$ cat config.mk
export PLATFORM = sky130hd
export DESIGN_NAME = pcm_to_i2s
export DESIGN_NICKNAME = d
export VERILOG_FILES = /design/src/rtl/pcm_to_i2s.sv
export SDC_FILE = /design/constraint.sdc
export NUM_CORES = 1
export LEC_CHECK = 0
export CORE_ASPECT_RATIO = 0.9
export CORE_MARGIN = 2
export CORE_UTILIZATION = 56
export CTS_CLUSTER_SIZE = 25
export DETAILED_ROUTE_END_ITERATION = 10
export GPL_TIMING_DRIVEN = 0
export PLACE_DENSITY = 0.79
export SLEW_MARGIN = 0
export SYNTH_ARGS = -nofsm -noshare
export SYNTH_HDL_FRONTEND = slang
export SYNTH_SLANG_ARGS = --single-unit
export TNS_END_PERCENT = 30
$ cat constraint.sdc
create_clock -name clk -period 2.45 [get_ports clk]
set_input_delay 0.49 -clock clk [delete_from_list [all_inputs] [get_ports clk]]
set_output_delay 0.49 -clock clk [all_outputs]
set_load 0.005 [all_outputs]
$ cat src/rtl/pcm_to_i2s.sv
// pcm_to_i2s: Philips I2S master transmitter. Serialises stereo PCM pairs
// MSB-first, with SCK and WS derived from clk by an integer divider.
module pcm_to_i2s #(
  parameter int NUMBER_OF_BITS = 8,
  parameter int SLOT_BITS      = 32,
  parameter int SCK_DIV        = 1
) (
  input  logic                      clk,
  input  logic                      reset,
  input  logic [NUMBER_OF_BITS-1:0] sample_left,
  input  logic [NUMBER_OF_BITS-1:0] sample_right,
  input  logic                      sample_valid,
  output logic                      sample_ready,
  output logic                      sck,
  output logic                      ws,
  output logic                      sd,
  output logic                      frame_start,
  output logic                      underrun
);

  localparam int DIV_W = (SCK_DIV > 1) ? $clog2(SCK_DIV) : 1;
  localparam int BIT_W = $clog2(2 * SLOT_BITS);

  localparam logic [DIV_W-1:0] DIV_LAST    = DIV_W'(SCK_DIV - 1);
  localparam logic [DIV_W-1:0] DIV_ONE     = DIV_W'(1);
  localparam logic [DIV_W-1:0] DIV_ZERO    = DIV_W'(0);
  localparam logic [BIT_W-1:0] BIT_LAST    = BIT_W'(2 * SLOT_BITS - 1);
  localparam logic [BIT_W-1:0] BIT_ONE     = BIT_W'(1);
  localparam logic [BIT_W-1:0] BIT_ZERO    = BIT_W'(0);
  localparam logic [BIT_W-1:0] LEFT_FIRST  = BIT_W'(1);
  localparam logic [BIT_W-1:0] LEFT_LAST   = BIT_W'(NUMBER_OF_BITS);
  localparam logic [BIT_W-1:0] RIGHT_SLOT  = BIT_W'(SLOT_BITS);
  localparam logic [BIT_W-1:0] RIGHT_FIRST = BIT_W'(SLOT_BITS + 1);
  localparam logic [BIT_W-1:0] RIGHT_LAST  = BIT_W'(SLOT_BITS + NUMBER_OF_BITS);
  localparam logic [NUMBER_OF_BITS-1:0] PCM_ZERO = {NUMBER_OF_BITS{1'b0}};

  logic [DIV_W-1:0]          div_cnt_r;
  logic                      sck_r;
  logic [BIT_W-1:0]          bit_cnt_r;
  logic                      ws_r;
  logic                      sd_r;
  logic [NUMBER_OF_BITS-1:0] left_shift_r;
  logic [NUMBER_OF_BITS-1:0] right_shift_r;
  logic [NUMBER_OF_BITS-1:0] hold_left_r;
  logic [NUMBER_OF_BITS-1:0] hold_right_r;
  logic                      hold_full_r;
  logic                      ready_r;
  logic                      frame_start_r;
  logic                      underrun_r;

  logic                      div_wrap_s;
  logic                      fall_s;
  logic [BIT_W-1:0]          bit_nxt_s;
  logic                      load_s;
  logic                      left_bit_s;
  logic                      right_bit_s;
  logic                      transfer_s;

  // Divider wrap, SCK fall detection, next bit position and handshake decode
  always_comb begin
    div_wrap_s = (div_cnt_r == DIV_LAST);
    fall_s     = div_wrap_s && sck_r;
    if (bit_cnt_r == BIT_LAST) begin
      bit_nxt_s = BIT_ZERO;
    end else begin
      bit_nxt_s = bit_cnt_r + BIT_ONE;
    end
    load_s      = fall_s && (bit_nxt_s == BIT_ZERO);
    left_bit_s  = (bit_nxt_s >= LEFT_FIRST) && (bit_nxt_s <= LEFT_LAST);
    right_bit_s = (bit_nxt_s >= RIGHT_FIRST) && (bit_nxt_s <= RIGHT_LAST);
    transfer_s  = sample_valid && ready_r;
  end

  // SCK divider: toggle sck every SCK_DIV clk cycles
  always_ff @(posedge clk) begin
    if (reset) begin
      div_cnt_r <= DIV_ZERO;
      sck_r     <= 1'b0;
    end else if (div_wrap_s) begin
      div_cnt_r <= DIV_ZERO;
      sck_r     <= ~sck_r;
    end else begin
      div_cnt_r <= div_cnt_r + DIV_ONE;
    end
  end

  // Bit position, WS/SD launch on SCK falls, and frame load into the shifters
  always_ff @(posedge clk) begin
    if (reset) begin
      bit_cnt_r     <= BIT_LAST;
      ws_r          <= 1'b0;
      sd_r          <= 1'b0;
      left_shift_r  <= PCM_ZERO;
      right_shift_r <= PCM_ZERO;
      frame_start_r <= 1'b0;
      underrun_r    <= 1'b0;
    end else begin
      frame_start_r <= 1'b0;
      underrun_r    <= 1'b0;
      if (fall_s) begin
        bit_cnt_r <= bit_nxt_s;
        ws_r      <= (bit_nxt_s >= RIGHT_SLOT);
        if (load_s) begin
          // An empty holding register at load time sends a silent frame
          sd_r          <= 1'b0;
          frame_start_r <= 1'b1;
          underrun_r    <= ~hold_full_r;
          left_shift_r  <= hold_full_r ? hold_left_r : PCM_ZERO;
          right_shift_r <= hold_full_r ? hold_right_r : PCM_ZERO;
        end else if (left_bit_s) begin
          sd_r         <= left_shift_r[NUMBER_OF_BITS-1];
          left_shift_r <= left_shift_r << 1'b1;
        end else if (right_bit_s) begin
          sd_r          <= right_shift_r[NUMBER_OF_BITS-1];
          right_shift_r <= right_shift_r << 1'b1;
        end else begin
          sd_r <= 1'b0;
        end
      end else begin
        sd_r <= sd_r;
      end
    end
  end

  // Holding register and ready: a load sees the state before a same-edge transfer
  always_ff @(posedge clk) begin
    if (reset) begin
      hold_left_r  <= PCM_ZERO;
      hold_right_r <= PCM_ZERO;
      hold_full_r  <= 1'b0;
      ready_r      <= 1'b1;
    end else begin
      if (transfer_s) begin
        hold_left_r  <= sample_left;
        hold_right_r <= sample_right;
        hold_full_r  <= 1'b1;
      end else if (load_s) begin
        hold_full_r <= 1'b0;
      end else begin
        hold_full_r <= hold_full_r;
      end
      ready_r <= transfer_s ? 1'b0 : ~hold_full_r;
    end
  end

  assign sample_ready = ready_r;
  assign sck          = sck_r;
  assign ws           = ws_r;
  assign sd           = sd_r;
  assign frame_start  = frame_start_r;
  assign underrun     = underrun_r;

endmodule

==> summary.txt, run 1 <==
Timing
  – Slew margin rel.: 48.5%
  – Final WS setup: 0.165 ns
  – Period utilization: 93.3%
  – Final setup fails: 0
  – Final clock skew: 0.00832 ns
  – Worst-Margin Slew: 0.765 ns
  – Unrepaired setup endpoints after global routing: false
  – Hold Fails Final Rpt: 0
  – Max Clk Rate: 0.438 GHz
  – Min Clock Period, post-route: 2.28 ns
  – Pins over their slew limit: 0

Floorplan
  – Die area: 0.00465 mm2
  – # rows: 22
  – Core Footprint: 0.00402 mm2
  – Initial Util: 57.3%
  – Die width: 71.6 um
  – Die Y-Extent: 64.9 um
  – Io pins: 25

Setup path
  – Startpoint types: flip-flop
  – Crit Path Class: reg2reg
  – Worst flop-to-flop path endpoint: left_shift_r[7]
  – CP Cell Sequence: ha_1 -> buf_2 -> xnor2_1 -> a31oi_1 -> o211ai_1 -> a2111oi_2 -> a221o_1
  – CP top delay family: compound AO/OA/AOI/OAI gates
  – Reg2reg start: bit_cnt_r[1]
  – Critical path depth in cells: 7
  – Max FO, Critical Path: 10
  – WP buf/inv: 1
  – Worst reg-to-reg setup slack: 0.17 ns
  – Largest stage delay on the critical path: 0.59 ns
  – Reg2reg path depth: 7
  – CP required: 2.64 ns
  – Worst EP arrival: 2.48 ns
  – CP Capture Type: flip-flop
  – CP max-delay cell: o211ai_1

Yosys
  – Syn Area/Cell: 8.06 um2
  – Cell with the most instances after synthesis: nand2_1
  – Post-synth top area share: 40.0%
  – Yosys cell types: 51
  – Register area share after synthesis: 40.0%
  – Ys async rst share: 0%
  – Synth top area cells: dfxtp_1 40%, nand2_1 8.3%, a21oi_1 8.0%, nand3_1 6.3%, nand2b_1 3.5%
  – Number of synthesized flops with an enable pin: 0
  – Synth warn: 0
  – Post-synthesis cell area: 0.00230 mm2
  – Syn Nets: 308
  – Synth Instances: 286
  – Synth top cells by count: 51 x nand2_1, 46 x dfxtp_1, 37 x a21oi_1
  – Register bit total from synthesis: 46
  – Synth area leader: dfxtp_1
  – Top FF cell, synth: dfxtp_1

Finish
  – Fillers: 348
  – Antenna fix cells: 0
  – Fin nets: 341
  – Final Cell Area: 0.00272 mm2
  – Layout area overhead: 17.8%
  – Layout cell share with drive strength beyond 1: 11.6%

Routing
  – Initial DRC count: 105
  – Vias/cell: 5.64
  – Final wirelength: 5.08 mm
  – Antenna Violating Nets Remaining: 0
  – Vias post-DR: 2077
  – Routed length per instance: 13.8 um
  – DRC viols: 0
  – Total iterations of the first detailed-routing run: 4

Status
  – Status: completed

Place
  – Pre-CTS setup slack: -0.0771 ns
  – Placed cell areas: 0.00261 mm2
  – I/O Buffers: 24
  – GPL Wtd Cong: 0.881
  – Dpl hpwl: 3.52 mm

GRT
  – Busiest grt layer: met2
  – First-pass GRT wire length: 8.67 mm
  – Initial antenna violation count: 0
  – GRT overflow: 0
  – Largest net degree at the start of global routing: 16
  – Met3 Usage GRT: 3.89%
  – Number of global-route vias before repair: 1904
  – Met1 Track Usage GR: 32.7%
  – GR Util met2: 36.2%
  – Gr usage total: 23.5%

Clock network
  – CTS tree: built
  – Clk_lat worst skew: 0.30 ns
  – H-tree depth: 2
  – Root Buffer: clkbuf_8
  – Post-CTS Hold Buffers: 0
  – Clock Pin Slew Worst Setup and Hold Paths: 0.08 ns
  – Max Root-Sink Buffers: 2
  – CTS Buf Count: 5
  – CTS sink count: 46

Worst hold path
  – HP Class: reg2reg
  – Worst hold stages: 2
  – Hold endpoint: ws
  – Min-delay src: ws

Job
  – Max cap viols: 0

Power
  – Total leakage power: 1.04 nW
  – Max VDD drop: 0.447 mV
  – Pwr Density: 581 mW/mm2
## per-stage QoR
step	total power [mW]	hold WS, ns	TNS [ns]	util [%]	instances
after floorplan	1.02	0.425	0	-	286
final	1.58	0.460	0	67.6	368
after global placement	1.11	0.437	-1.37	64.8	358
after global routing	1.65	0.483	0	67.6	368
after CTS	1.57	0.461	0	67.1	366
after detailed placement	1.12	0.445	-1.20	64.8	358
## cell type report
| type | count | area [um2] | share of cell area (%) |
|---|---|---|---|
| clock inverter | 3 | 21.3 | 0.783 |
| inverter | 7 | 26.3 | 0.968 |
| multi-input combinational | 213 | 1260 | 46.3 |
| tap | 48 | 60.1 | 2.21 |
| clock buffer | 5 | 68.8 | 2.53 |
| timing repair buffer | 26 | 255 | 9.40 |
| buffer | 20 | 105 | 3.87 |
| sequential | 46 | 922 | 34.0 |
## worst reg2reg max path: cells and delay by family, from the launching register on
| kind | cells | cell delay, ns |
|---|---|---|
| adders and majority gates | 1 | 0.18 |
| DFF | 1 | 0.38 |
| AOI/OAI and AO/OA | 4 | 1.20 |
| buffers and inverters | 1 | 0.17 |
| xor gates and xnor gates | 1 | 0.25 |
## flip-flops by register name, summed over array words and instances (netlist names)
signal / cells
bit_cnt_r: 6
div_cnt_r: 1
frame_start: 1
hold_full_r: 1
hold_left_r: 8
hold_right_r: 8
left_shift_r: 8
right_shift_r: 8
sample_ready: 1
sck: 1
sd: 1
underrun: 1
ws: 1
## report_power, final
| group | switching [mW] | total (mW) | internal [mW] |
|---|---|---|---|
| registers | 0.0217 | 0.800 | 0.778 |
| logic | 0.188 | 0.316 | 0.128 |
| clock network | 0.262 | 0.463 | 0.201 |
| total | 0.472 | 1.58 | 1.11 |
## metal layers
layer	vias up	share of wire, %
met5	-	0
met4	0	1.4
met3	7	3.9
met2	48	44
met1	948	51
li1	1074	-
## worst max path at each step
stage	from	to
2_1_floorplan	bit_cnt_r[1]	left_shift_r[7]
3_3_place_gp	reset	frame_start
3_5_place_dp	reset	frame_start
4_1_cts	bit_cnt_r[1]	left_shift_r[7]
5_1_grt	bit_cnt_r[1]	right_shift_r[3]
6_report	bit_cnt_r[1]	left_shift_r[7]
## cell usage in the layout, fill, tap and decap left out, types with 4 or more instances in the layout
cell,count
nand3_1,29
buf_2,6
nand2_1,51
dfxtp_1,45
o21ai_0,14
nor3_1,5
inv_1,7
nor2b_1,4
clkbuf_1,9
clkbuf_8,5
nand2b_1,13
clkdlybuf4s50_1,24
a21oi_1,37
nor2_1,6
## kinds of logic after synthesis
logic type	count (synthesis)	share of synthesized area (%)
flops	46	40.0
compound gates	84	25.6
simple gates	122	25.9
xor+xnor	3	1.14
other cells	1	0.163
fa+ha+maj	3	1.63
buf+inv	27	5.59
## repair_timing
action / 4_1_cts / 5_1_grt
pin swaps: 0 / 2
endpoints found under the setup margin: 2 / 18
cloned: 0 / 0
buffers inserted: 0 / 2
resized for setup: 1 / 2
(Power assumes the default switching activity.)
==> run 2, diff against run 1 <==
CORE_ASPECT_RATIO = 0.6   (was 0.9)
SETUP_SLACK_MARGIN = 0.02   (was default)
==> summary.txt, run 2 (synthesis results as in run 1) <==
Finish
  – Final Cell Area: 0.00278 mm2 (+2.5%)
  – Most frequent cells in the layout: 51 x nand2_1, 45 x dfxtp_1, 36 x a21oi_1, 29 x nand3_1, 24 x clkdlybuf4s50_1
  – Layout cell share with drive strength beyond 1: 12.7% (+1.1 points)
  – Fin nets: 344 (+0.88%)
  – Fin cells: 373 (+1.4%)
  – Antenna fix cells: 0 (unchanged)
  – Reg area: 925 um2 (+0.27%)
  – Multi-input logic area: 0.00127 mm2 (+1.2%)
  – Fillers: 324 (-6.9%)
  – Commonest non-fill, non-tap cell in the layout: nand2_1
  – Layout area overhead: 20.7%

GRT
  – Gr usage total: 27.1% (+3.6 points)
  – Largest net degree at the start of global routing: 16 (unchanged)
  – Number of global-route vias before repair: 1904 (unchanged)
  – Initial antenna violation count: 0 (unchanged)
  – First-pass GRT wire length: 9.43 mm (+8.7%)
  – GRT overflow: 0 (unchanged)

Floorplan
  – # rows: 18 (-18%)
  – Io pins: 25 (unchanged)
  – Die area: 0.00466 mm2 (+0.35%)
  – Initial Util: 57.2% (-0.18 points)
  – Die width: 86.8 um (+21%)
  – Die Y-Extent: 53.7 um (-17%)
  – Core Footprint: 0.00403 mm2 (+0.31%)

Setup path
  – CP Capture Type: flip-flop
  – CP top delay family: compound AO/OA/AOI/OAI gates
  – CP required: 2.70 ns (+0.06 ns)
  – Worst EP arrival: 2.59 ns (+0.11 ns)
  – CP Cell Sequence: ha_1 -> clkbuf_4 -> a31o_2 -> a2111oi_4 -> and4b_1 -> buf_2 -> buf_4 -> nand2_1 -> nand3_1
  – CP max-delay cell: a2111oi_4
  – Max FO, Critical Path: 10 (unchanged)
  – Critical path depth in cells: 9 (+2)
  – Startpoint types: flip-flop
  – WP buf/inv: 3 (+2)
  – Crit Path Class: reg2reg
  – Reg2reg path depth: 9 (+2)
  – Largest stage delay on the critical path: 0.49 ns (-0.10 ns)

Clock network
  – Max Root-Sink Buffers: 2 (unchanged)
  – Root Buffer: clkbuf_8
  – Clock Pin Slew Worst Setup and Hold Paths: 0.09 ns (about the same)
  – CTS sink count: 46 (unchanged)
  – Post-CTS Hold Buffers: 0 (unchanged)
  – Clk_lat worst skew: 0.31 ns (about the same)
  – CTS Buf Count: 5 (unchanged)
  – CTS tree: built
  – H-tree depth: 2 (unchanged)

Timing
  – Min Clock Period, post-route: 2.34 ns (+0.0519 ns)
  – Hold Fails Final Rpt: 0 (unchanged)
  – Pins over their slew limit: 0 (unchanged)
  – Max Clk Rate: 0.428 GHz (-2.2%)
  – Unrepaired setup endpoints after global routing: true
  – Hold slack: 0.462 ns (+0.00203 ns)
  – Period utilization: 95.4% (+2.1 points)
  – Worst-Margin Slew: 0.601 ns (-0.164 ns)
  – Final setup fails: 0 (unchanged)
  – Final WS setup: 0.113 ns (-0.0519 ns)
  – Slew margin rel.: 59.9% (+11 points)
  – Final clock skew: 0.00734 ns (-0.000985 ns)

Power
  – Max VDD drop: 0.483 mV (+8.1%)
  – Pwr Density: 622 mW/mm2 (+7.0%)
  – Total leakage power: 1.07 nW (+3.3%)
  – Power consumption: 1.73 mW (+9.6%)

Routing
  – Antenna Violating Nets Remaining: 0 (unchanged)
  – DRC viols: 0 (unchanged)
  – Initial DRC count: 163 (+55%)
  – Vias post-DR: 2276 (+9.6%)
  – Vias/cell: 6.10 (+8.1%)
  – Total iterations of the first detailed-routing run: 5 (+1)
  – Final wirelength: 6.00 mm (+18%)
  – Routed length per instance: 16.1 um (+16%)

Place
  – Pre-CTS setup slack: -0.0768 ns (+0.000254 ns)
  – Placed cell areas: 0.00261 mm2 (about the same)
  – Post-placement cell count: 360 (+0.56%)
  – I/O Buffers: 24 (unchanged)
  – GPL Wtd Cong: 0.991 (+13%)
  – Dpl hpwl: 4.28 mm (+22%)

Worst hold path
  – HP Class: reg2reg
  – Worst hold stages: 2 (unchanged)

Job
  – Max cap viols: 0 (unchanged)

Status
  – Status: completed
run 2: metrics by stage:
step,util (%),TNS [ns]
after global routing,69.0,0
after floorplan,-,0
after global placement,64.7,-0.535
final,69.0,0
after detailed placement,64.7,-0.495
after CTS,67.5,0
run 2: worst paths after layout:
kind	startpoint	to	slack [ns]
worst max register to register	bit_cnt_r[1]	right_shift_r[4]	0.11
worst max-delay path	bit_cnt_r[1]	right_shift_r[4]	0.11
worst min-delay path	hold_left_r[1]	hold_left_r[1]	0.46
worst min register to register	hold_left_r[1]	hold_left_r[1]	0.46
run 2: worst min-delay path, stage by stage, from the launching register on:
cell     delay [ns]
dfxtp_1        0.32
nand2_1        0.05
a21oi_1        0.05
run 2: routing by layer:
layer | part of all wire [%] | up-vias | track usage (%) | wire (um)
li1 | - | 1082 | - | -
met1 | 49 | 1060 | 39.8 | 2970
met2 | 40 | 125 | 37.8 | 2420
met3 | 9.0 | 9 | 7.52 | 538
met4 | 1.2 | 0 | 9.38 | 71
met5 | 0 | - | 0 | 0
run 2: what timing repair did:
| action | 4_1_cts | 5_1_grt |
|---|---|---|
| resized for setup | 2 | 5 |
| gates cloned | 0 | 0 |
| endpoints found under the hold margin | 0 | 0 |
| pin swaps | 0 | 3 |
| setup endpoints to repair | 14 | 17 |
| setup buffers | 0 | 5 |
run 2: area by class of cell:
type / instances / share of cell area, %
clock buffer: 5 / 2.47
inverter: 7 / 0.944
timing repair buffer: 29 / 9.98
tap: 50 / 2.25
buffer: 20 / 3.87
sequential: 46 / 33.2
clock inverter: 3 / 1.57
multi-input combinational: 213 / 45.7
run 2: power by group:
part | internal (mW) | switching, mW | leakage (nW)
Clock | 0.306 | 0.282 | 0.0585
Combinational | 0.140 | 0.201 | 0.637
Sequential | 0.778 | 0.0244 | 0.375
